<file path="src/rtl/wb_spi_dac_if.sv">
// Wishbone pipelined bus bundle for the SPI DAC transmitter.
// Signal names keep the slave-side i_/o_ direction prefixes.
interface wb_spi_dac_if #(
   parameter int WB_ADDR_WIDTH = 2
);
   logic                     i_wb_cyc;
   logic                     i_wb_stb;
   logic                     o_wb_stall;
   logic                     o_wb_ack;
   logic                     i_wb_we;
   logic [WB_ADDR_WIDTH-1:0] i_wb_addr;
   logic [31:0]              i_wb_data;
   logic [3:0]               i_wb_sel;
   logic [31:0]              o_wb_data;

   modport master (
      output i_wb_cyc, i_wb_stb, i_wb_we, i_wb_addr, i_wb_data, i_wb_sel,
      input  o_wb_stall, o_wb_ack, o_wb_data
   );

   modport slave (
      input  i_wb_cyc, i_wb_stb, i_wb_we, i_wb_addr, i_wb_data, i_wb_sel,
      output o_wb_stall, o_wb_ack, o_wb_data
   );
endinterface

</file>
<file path="src/rtl/wb_spi_dac.sv">
// Wishbone slave that buffers one 24-bit DAC word and shifts it out as a
// SYNC_n/SCLK/MOSI frame at a programmable SCLK rate.
module wb_spi_dac #(
   parameter int WB_ADDR_WIDTH   = 2,
   parameter int DEFAULT_DIV     = 10,
   parameter int GAP_HALFPERIODS = 6
) (
   input  logic        i_clk,
   input  logic        i_rst_n,
   wb_spi_dac_if.slave wb,
   output logic        o_spi_sclk,
   output logic        o_spi_mosi,
   output logic        o_spi_sync_n
);
   localparam int GAP_W = (GAP_HALFPERIODS > 1) ? $clog2(GAP_HALFPERIODS) : 1;

   typedef enum logic [1:0] {IDLE, SHIFT, GAP} state_e;

   state_e             state_q, state_d;
   logic               pending_q, pending_d;
   logic [23:0]        data_q, data_d;
   logic [23:0]        shift_q, shift_d;
   logic [7:0]         clkdiv_q, clkdiv_d;
   logic [7:0]         div_q, div_d;
   logic [7:0]         cnt_q, cnt_d;
   logic [4:0]         bits_q, bits_d;
   logic [GAP_W-1:0]   gap_q, gap_d;
   logic               sclk_q, sclk_d;
   logic               mosi_q, mosi_d;
   logic               sync_n_q, sync_n_d;
   logic               ack_q, ack_d;
   logic [31:0]        rdata_q, rdata_d;

   logic [WB_ADDR_WIDTH-1:0] addr;
   logic [1:0]               reg_sel;
   logic                     load;
   logic                     tick;
   logic                     accept;
   logic                     wr_data;
   logic                     unused_bits;

   assign addr    = wb.i_wb_addr;
   assign reg_sel = addr[1:0];
   assign load    = (state_q == IDLE) && pending_q;
   assign tick    = (cnt_q == div_q);
   assign accept  = wb.i_wb_cyc & wb.i_wb_stb & ~wb.o_wb_stall;
   assign wr_data = accept & wb.i_wb_we & (reg_sel == 2'd0);

   // A DATA write only waits when the buffer is full and not draining this cycle.
   assign wb.o_wb_stall = wb.i_wb_stb & wb.i_wb_we & (reg_sel == 2'd0) & pending_q & ~load;
   assign wb.o_wb_ack   = ack_q;
   assign wb.o_wb_data  = rdata_q;
   assign o_spi_sclk    = sclk_q;
   assign o_spi_mosi    = mosi_q;
   assign o_spi_sync_n  = sync_n_q;

   assign unused_bits = &{1'b0, wb.i_wb_sel, wb.i_wb_data[31:24], addr};

   // Register file and bus response.
   always_comb begin
      // NOTE: every always_comb output gets a default first so no latch is inferred.
      ack_d    = accept;
      rdata_d  = rdata_q;
      data_d   = data_q;
      clkdiv_d = clkdiv_q;
      if (accept && wb.i_wb_we) begin
         case (reg_sel)
            2'd0:    data_d   = wb.i_wb_data[23:0];
            2'd2:    clkdiv_d = wb.i_wb_data[7:0];
            default: ;
         endcase
      end
      if (accept) begin
         case (reg_sel)
            2'd0:    rdata_d = {8'h00, data_q};
            2'd1:    rdata_d = {30'd0, pending_q, state_q != IDLE};
            2'd2:    rdata_d = {24'd0, clkdiv_q};
            default: rdata_d = 32'd0;
         endcase
      end
   end

   // Frame state machine.
   always_comb begin
      state_d   = state_q;
      pending_d = (pending_q & ~load) | wr_data;
      shift_d   = shift_q;
      div_d     = div_q;
      cnt_d     = cnt_q;
      bits_d    = bits_q;
      gap_d     = gap_q;
      sclk_d    = sclk_q;
      mosi_d    = mosi_q;
      sync_n_d  = sync_n_q;
      case (state_q)
         IDLE: begin
            if (pending_q) begin
               state_d  = SHIFT;
               shift_d  = data_q;
               div_d    = clkdiv_q;
               sync_n_d = 1'b0;
               mosi_d   = data_q[23];
               sclk_d   = 1'b1;
               bits_d   = 5'd24;
               cnt_d    = 8'd0;
            end
         end
         SHIFT: begin
            cnt_d = tick ? 8'd0 : cnt_q + 8'd1;
            if (tick) begin
               if (sclk_q) begin
                  sclk_d = 1'b0;
                  bits_d = bits_q - 5'd1;
               end else begin
                  sclk_d = 1'b1;
                  if (bits_q != 5'd0) begin
                     shift_d = {shift_q[22:0], 1'b0};
                     mosi_d  = shift_q[22];
                  end else begin
                     state_d  = GAP;
                     sync_n_d = 1'b1;
                     mosi_d   = 1'b0;
                     gap_d    = '0;
                  end
               end
            end
         end
         GAP: begin
            sclk_d = 1'b1;
            cnt_d  = tick ? 8'd0 : cnt_q + 8'd1;
            if (tick) begin
               if (gap_q == GAP_W'(GAP_HALFPERIODS - 1)) state_d = IDLE;
               else                                      gap_d   = gap_q + GAP_W'(1);
            end
         end
         default: state_d = IDLE;
      endcase
   end

   always_ff @(posedge i_clk or negedge i_rst_n) begin
      if (!i_rst_n) begin
         state_q   <= IDLE;
         pending_q <= 1'b0;
         data_q    <= '0;
         shift_q   <= '0;
         clkdiv_q  <= 8'(DEFAULT_DIV);
         div_q     <= 8'(DEFAULT_DIV);
         cnt_q     <= '0;
         bits_q    <= '0;
         gap_q     <= '0;
         sclk_q    <= 1'b1;
         mosi_q    <= 1'b0;
         sync_n_q  <= 1'b1;
         ack_q     <= 1'b0;
         rdata_q   <= '0;
      end else begin
         // NOTE: state flops use non-blocking assignment so every flop samples pre-edge values.
         state_q   <= state_d;
         pending_q <= pending_d;
         data_q    <= data_d;
         shift_q   <= shift_d;
         clkdiv_q  <= clkdiv_d;
         div_q     <= div_d;
         cnt_q     <= cnt_d;
         bits_q    <= bits_d;
         gap_q     <= gap_d;
         sclk_q    <= sclk_d;
         mosi_q    <= mosi_d;
         sync_n_q  <= sync_n_d;
         ack_q     <= ack_d;
         rdata_q   <= rdata_d;
      end
   end
endmodule

</file>
<file path="src/flat_wrapper.sv">
// flat-port wrapper written by rule: the top's interface ports become plain ports
module wb_spi_dac_flat 
#(
   parameter int WB_ADDR_WIDTH   = 2,
   parameter int DEFAULT_DIV     = 10,
   parameter int GAP_HALFPERIODS = 6
)
  (i_clk, i_rst_n, o_spi_sclk, o_spi_mosi, o_spi_sync_n, wb_i_wb_cyc, wb_i_wb_stb, wb_i_wb_we, wb_i_wb_addr, wb_i_wb_data, wb_i_wb_sel, wb_o_wb_stall, wb_o_wb_ack, wb_o_wb_data);
  wb_spi_dac_if #(.WB_ADDR_WIDTH(WB_ADDR_WIDTH)) wb_i ();
  input  logic i_clk;
  input  logic i_rst_n;
  output logic o_spi_sclk;
  output logic o_spi_mosi;
  output logic o_spi_sync_n;
  input wire logic [$bits(wb_i.i_wb_cyc)-1:0] wb_i_wb_cyc;
  input wire logic [$bits(wb_i.i_wb_stb)-1:0] wb_i_wb_stb;
  input wire logic [$bits(wb_i.i_wb_we)-1:0] wb_i_wb_we;
  input wire logic [$bits(wb_i.i_wb_addr)-1:0] wb_i_wb_addr;
  input wire logic [$bits(wb_i.i_wb_data)-1:0] wb_i_wb_data;
  input wire logic [$bits(wb_i.i_wb_sel)-1:0] wb_i_wb_sel;
  output wire logic [$bits(wb_i.o_wb_stall)-1:0] wb_o_wb_stall;
  output wire logic [$bits(wb_i.o_wb_ack)-1:0] wb_o_wb_ack;
  output wire logic [$bits(wb_i.o_wb_data)-1:0] wb_o_wb_data;
  assign wb_i.i_wb_cyc = wb_i_wb_cyc;
  assign wb_i.i_wb_stb = wb_i_wb_stb;
  assign wb_i.i_wb_we = wb_i_wb_we;
  assign wb_i.i_wb_addr = wb_i_wb_addr;
  assign wb_i.i_wb_data = wb_i_wb_data;
  assign wb_i.i_wb_sel = wb_i_wb_sel;
  assign wb_o_wb_stall = wb_i.o_wb_stall;
  assign wb_o_wb_ack = wb_i.o_wb_ack;
  assign wb_o_wb_data = wb_i.o_wb_data;
  wb_spi_dac #(.WB_ADDR_WIDTH(WB_ADDR_WIDTH), .DEFAULT_DIV(DEFAULT_DIV), .GAP_HALFPERIODS(GAP_HALFPERIODS)) u_core (.i_clk(i_clk), .i_rst_n(i_rst_n), .wb(wb_i), .o_spi_sclk(o_spi_sclk), .o_spi_mosi(o_spi_mosi), .o_spi_sync_n(o_spi_sync_n));
endmodule
</file>
<file path="config.mk">
export PLATFORM = sky130hd
export DESIGN_NAME = wb_spi_dac_flat
export DESIGN_NICKNAME = d
export VERILOG_FILES = /design/src/rtl/wb_spi_dac_if.sv /design/src/rtl/wb_spi_dac.sv /design/src/flat_wrapper.sv
export SDC_FILE = /design/constraint.sdc
export NUM_CORES = 1
export LEC_CHECK = 0
export CORE_MARGIN = 10
export CORE_UTILIZATION = 46
export DETAILED_ROUTE_END_ITERATION = 10
export PLACE_DENSITY = 0.7
export SETUP_SLACK_MARGIN = 0.1
export SYNTH_ARGS = -nofsm -noshare
export SYNTH_HDL_FRONTEND = slang
export SYNTH_SLANG_ARGS = --single-unit
</file>
<file path="constraint.sdc">
create_clock -name i_clk -period 4.9 [get_ports i_clk]
set_input_delay 1.225 -clock i_clk [delete_from_list [all_inputs] [get_ports i_clk]]
set_output_delay 1.225 -clock i_clk [all_outputs]
set_load 0.005 [all_outputs]
</file>
==> impl_metrics.toml, run 1 <==
[pwr]
switching_share_pct = 35.45
p_leak_uw = 0.002589
p_sw_uw = 1139
p_total_uw = 3213
pwr-share-comb_pct = 34.8
p_seq_share_pct = 42.6
power_frac_clock_pct = 22.6
vdd.ir_drop.worst_v = 0.0002637
p_int_uw = 2074
powerDensity_nw_per_um2 = 516.0

[logic_synthesis]
seq_area_frac_synth_pct = 52.70
synth_edf_count = 0
synth_seq_cells = 110
synth_cells = 471
synth-main-ff-cell = "dfrtp_1"
synth.distinct_cells = 50
yosysWarnings = 0
synth.avg_cell_area_um2 = 11.12
netlist_area_um2 = 5238
synth-async-reset-ratio_pct = 100.0

[final_layout]
final_core_util_pct = 56.69
layout_common_cells = "dfrtp_1, clkdlybuf4s50_1, nand2_1, mux2_2, o21ai_0"
nets = 572
antenna_cells = 0
area_delta_synth_final_pct = 18.87
drive_gt1_share_pct = 15.59
design_area_um2 = 6226
final_common_cell = "dfrtp_1"

[drt]
firstDrtPassIters = 4
vias = 3745
drt_iter0_drc = 210
drtAntennaViolNets = 0
post_drt_wl_per_cell_um = 17.41
wl_um = 11590
drcViolationCount = 0
viasPerCell = 5.623

[timing]
max_freq_mhz = 250.3
min_period_ns = 3.995
drv_slew = 0
clock_skew_ns = 0.009179
tightest_slew_ns = 1.080
hold_slack_ns = 0.4734
finalSetupTns_ns = 0
period_share_pct = 81.53
grt_setup_unrepaired = "no"
relSlewSlack_pct = 27.85
setup_viol = 0
hold_viol = 0

[flow_run]
maxCapViolCount = 0

[clock_network]
clockBufferDepth = 2
cts_buffers = 9
insertion_delay_ns = 0.35
cts-root-buf = "clkbuf_16"
clkTransAtPathRegs_ns = 0.06
tritoncts = "done"
htree_levels = 3
cts_sinks = 110
postCtsSetupBuffers = 0
postCtsHoldBufs = 0
cts_resized = 0

[placed_design]
port_buffers = 59
place.gp.congestion = 0.8358
placed_area_um2 = 5932
dpl.hpwl_um = 8024

[grt]
grt-ovfl-total = 0
grt_pass1_wl_um = 19660
grt_max_degree = 51
grt_antenna_before_repair = 0
grt_pass1_vias = 3764
track_usage_pct = 14.82

[floorplanning]
rows = 38
ios = 80
initial_utilization_pct = 47.69
die_w_um = 126.7
die_h_um = 126.7
coreArea_um2 = 10980
dieArea_um2 = 16050

[setup_path]
critical_path_required_ns = 3.67
cp-end-kind = "primary output"
startpoint_type = "input pin"
r2r_cells = 5
crit_type = "input pin to primary output"
worstPathMaxFanout = 17
crit_arrival_ns = 2.77

[hold_path]
hold_depth = 2
hold_path.class = "flip-flop to flip-flop"

[status]
outcome = "finished, final reports clean"
-- state kept, by name (all words and copies together) (netlist names) --
| signal | flops |
|---|---|
| u_core.div_q | 8 |
| u_core.wb.o_wb_ack | 1 |
| u_core.shift_q | 23 |
| u_core.wb.o_wb_data | 24 |
| u_core.gap_q | 3 |
| u_core.state_q | 2 |
| u_core.pending_q | 1 |
| u_core.data_q | 24 |
| u_core.o_spi_mosi | 1 |
| u_core.o_spi_sync_n | 1 |
| u_core.o_spi_sclk | 1 |
| u_core.bits_q | 5 |
| u_core.cnt_q | 8 |
| u_core.clkdiv_q | 8 |
-- worst max-delay path, cell delays in order --
cell             delay [ns]
clkdlybuf4s50_1        0.45
nor2_1                 0.11
buf_4                  0.23
nand3_1                0.12
nor2_1                 0.11
clkdlybuf4s50_1        0.51
-- synth_stat cells, types with 2 or more instances --
library cell / n / area [um2]
nand3_1: 15 / 75.07
a221oi_1: 2 / 17.52
or3_1: 23 / 143.9
mux2_2: 41 / 461.7
o221a_2: 3 / 33.78
o22ai_1: 3 / 18.77
nor4_4: 2 / 42.54
a21o_1: 4 / 30.03
buf_2: 5 / 25.02
nand2_1: 52 / 195.2
buf_4: 8 / 60.06
ha_1: 8 / 100.1
nor2b_1: 6 / 37.54
dfrtp_1: 104 / 2603
clkbuf_1: 22 / 82.58
buf_1: 3 / 11.26
xor2_1: 9 / 78.83
inv_1: 13 / 48.80
nor3_1: 3 / 15.01
buf_6: 2 / 22.52
a31oi_1: 2 / 12.51
o221ai_1: 2 / 17.52
o31ai_1: 6 / 45.04
a211oi_1: 3 / 22.52
nor2_1: 14 / 52.55
nand4_1: 7 / 43.79
a21oi_1: 12 / 60.06
mux2i_1: 15 / 150.1
o21ai_0: 29 / 145.1
nand2b_1: 2 / 12.51
and2_1: 2 / 12.51
dfstp_2: 6 / 157.7
a22oi_1: 4 / 30.03
a22o_1: 3 / 26.28
o221a_1: 19 / 214.0
o211ai_1: 3 / 22.52
-- worst paths after layout --
kind	from	to	slack (ns)
min reg2reg	u_core.o_spi_sync_n	u_core.o_spi_sync_n	0.47
max reg2reg	u_core.cnt_q[6]	u_core.shift_q[22]	1.93
max	wb_i_wb_addr[0]	wb_o_wb_stall	0.90
min	u_core.o_spi_sync_n	u_core.o_spi_sync_n	0.47
max in group asynchronous	i_rst_n	u_core.shift_q[8]	3.10
min in group asynchronous	i_rst_n	u_core.cnt_q[5]	0.91
-- metal layers --
| layer | track usage (%) | wire length (um) | vias to the layer above |
|---|---|---|---|
| met5 | 0 | 0 | - |
| met4 | 5.224 | 94 | 0 |
| met3 | 4.248 | 496 | 4 |
| met2 | 23.51 | 5748 | 69 |
| met1 | 18.89 | 5254 | 1890 |
| li1 | - | - | 1782 |
-- layout make-up --
class,instances,area [um2]
inverter,14,52.55
sequential,110,2760
multi-input combinational,314,2258
fill,948,4757
timing repair buffer,72,685.7
tap,140,175.2
clock inverter,3,43.79
clock buffer,13,250.2
-- power groups by stage --
stage	clock, uW	sequential, uW	combinational, uW
floorplan	0	1320	819
detailed placement	0	1380	1130
global placement	0	1370	1080
global route	792	1410	1250
finish	725	1370	1120
CTS	748	1370	1130
-- per-stage QoR --
stage / instances / worst slack [ns]
floorplan: 478 / 1.901
global placement: 650 / 0.9181
detailed placement: 650 / 0.9024
CTS: 666 / 0.8929
global route: 666 / 0.8047
finish: 666 / 0.9049
-- logic make-up after synthesis --
kind of cell    after synthesis  synth area share [%]
compound gates               99                 13.95
other cells                   1               0.07160
fa+ha+maj                     8                 1.911
buf+inv                      54                 4.849
simple gates                133                 13.16
xor+xnor                     10                 1.672
flops                       110                 52.70
mux                          56                 11.68
(Power assumes the default switching activity.)
==> run 2: changes to the inputs <==
Settings changed: PLACE_DENSITY 0.7 to 0.72.
Clock period 4.9 ns to 3.5 ns, I/O delays scaled along.
==> run 2 against run 1 <==
Core utilization rose by 0.64 points. Die area unchanged. Clock skew fell by 0.0028 ns. Critical path depth fell by 1. Global-route usage is essentially flat. Via count up 1.0%. Routed wire length rose by 0.79%. Final area grew 1.1%. Highest routed layer unchanged.
==> impl_metrics.toml, run 2 (synthesis gave the netlist of run 1 again) <==
[final_layout]
design_area_um2 = 6296
final_common_cell = "dfrtp_1"
area_delta_synth_final_pct = 20.21
nets = 577
drive_gt1_share_pct = 16.57
final_core_util_pct = 57.33
layout_common_cells = "dfrtp_1, clkdlybuf4s50_1, nand2_1, mux2_2, o21ai_0"
antenna_cells = 0

[clock_network]
cts_resized = 0
clkTransAtPathRegs_ns = 0.07
tritoncts = "done"
cts_buffers = 9
postCtsHoldBufs = 0
insertion_delay_ns = 0.35
cts-root-buf = "clkbuf_16"
htree_levels = 3
clockBufferDepth = 2
cts_sinks = 110
postCtsSetupBuffers = 0

[timing]
drv_slew = 0
setup_viol = 0
finalSetupTns_ns = 0
clock_skew_ns = 0.006416
max_freq_mhz = 323.9
grt_setup_unrepaired = "no"
tightest_slew_ns = 1.001
hold_slack_ns = 0.3661
relSlewSlack_pct = 33.25
min_period_ns = 3.088
period_share_pct = 88.22
hold_viol = 0

[pwr]
p_leak_uw = 0.002623
vdd.ir_drop.worst_v = 0.0004075
p_int_uw = 2979
pwr-share-comb_pct = 35.0
p_total_uw = 4604
p_seq_share_pct = 41.5
switching_share_pct = 35.31
p_sw_uw = 1626
powerDensity_nw_per_um2 = 731.3
power_frac_clock_pct = 23.5

[placed_design]
place.gp.congestion = 0.8394
placed_area_um2 = 5982
port_buffers = 59
dpl.hpwl_um = 8094

[hold_path]
hold_path.class = "input pin to async pin"

[setup_path]
r2r_cells = 6
reg2reg_slack_ns = 1.14
crit_arrival_ns = 2.21
crit_type = "input pin to primary output"
cp-end-kind = "primary output"
crit_start = "wb_i_wb_addr[0]"
r2r_end = "u_core.cnt_q[4]"
startpoint_type = "input pin"
worstPathMaxFanout = 2
critical_path_required_ns = 2.62
rr_startpoint = "u_core.state_q[1]"

[floorplanning]
rows = 38
die_w_um = 126.7
initial_utilization_pct = 47.69
dieArea_um2 = 16050
die_h_um = 126.7
coreArea_um2 = 10980
ios = 80

[drt]
post_drt_wl_per_cell_um = 17.41
vias = 3784
firstDrtPassIters = 4
drcViolationCount = 0
drtAntennaViolNets = 0
drt_iter0_drc = 338
viasPerCell = 5.639
wl_um = 11680

[grt]
grt_antenna_before_repair = 0
grt-ovfl-total = 0
grt_max_degree = 99
track_usage_pct = 14.82
grt_pass1_vias = 3866
grt_pass1_wl_um = 19720

[status]
outcome = "finished, final reports clean"

[flow_run]
maxCapViolCount = 0
==> run 2: stage by stage <==
| step | std cells | setup slack, ns |
|---|---|---|
| final | 671 | 0.4121 |
| after global routing | 671 | 0.3238 |
| after CTS | 671 | 0.4013 |
| after detailed placement | 655 | 0.4029 |
| after global placement | 655 | 0.3999 |
| after floorplan | 478 | 1.045 |
==> run 2: worst max-delay path, cell delays in order <==
cell             delay, ns
clkdlybuf4s50_1       0.46
nor2_1                0.14
nand3_1               0.11
nor2_1                0.11
clkdlybuf4s50_1       0.52
==> run 2: routing by layer <==
metal / GRT usage (%) / routed length, um / vias to the layer above / share of wire [%]
met3: 4.706 / 667 / 10 / 5.7
li1: - / - / 1797 / -
met5: 0 / 0 / - / 0
met4: 4.421 / 88 / 0 / 0.75
met1: 18.39 / 5015 / 1888 / 43
met2: 24.12 / 5912 / 89 / 51
==> run 2: worst max-delay path by stage <==
stage                        end  slack [ns]
3_5_place_dp       wb_o_wb_stall        0.40
4_1_cts            wb_o_wb_stall        0.40
3_3_place_gp       wb_o_wb_stall        0.40
6_report           wb_o_wb_stall        0.41
5_1_grt            wb_o_wb_stall        0.32
2_1_floorplan  u_core.data_q[10]        1.05
==> run 2: area by class of cell <==
class / count / area (um2)
fill: 940 / 4687
sequential: 110 / 2760
multi-input combinational: 314 / 2258
timing repair buffer: 77 / 735.7
clock buffer: 11 / 232.7
tap: 140 / 175.2
clock inverter: 5 / 81.33
inverter: 14 / 52.55
==> run 2: power groups by stage <==
stage / Sequential (uW) / Clock (uW) / Combinational (uW)
after floorplan: 1840 / 0 / 1150
after global placement: 1910 / 0 / 1550
after detailed placement: 1930 / 0 / 1610
after CTS: 1910 / 1110 / 1610
after global routing: 1970 / 1160 / 1810
final: 1910 / 1080 / 1610
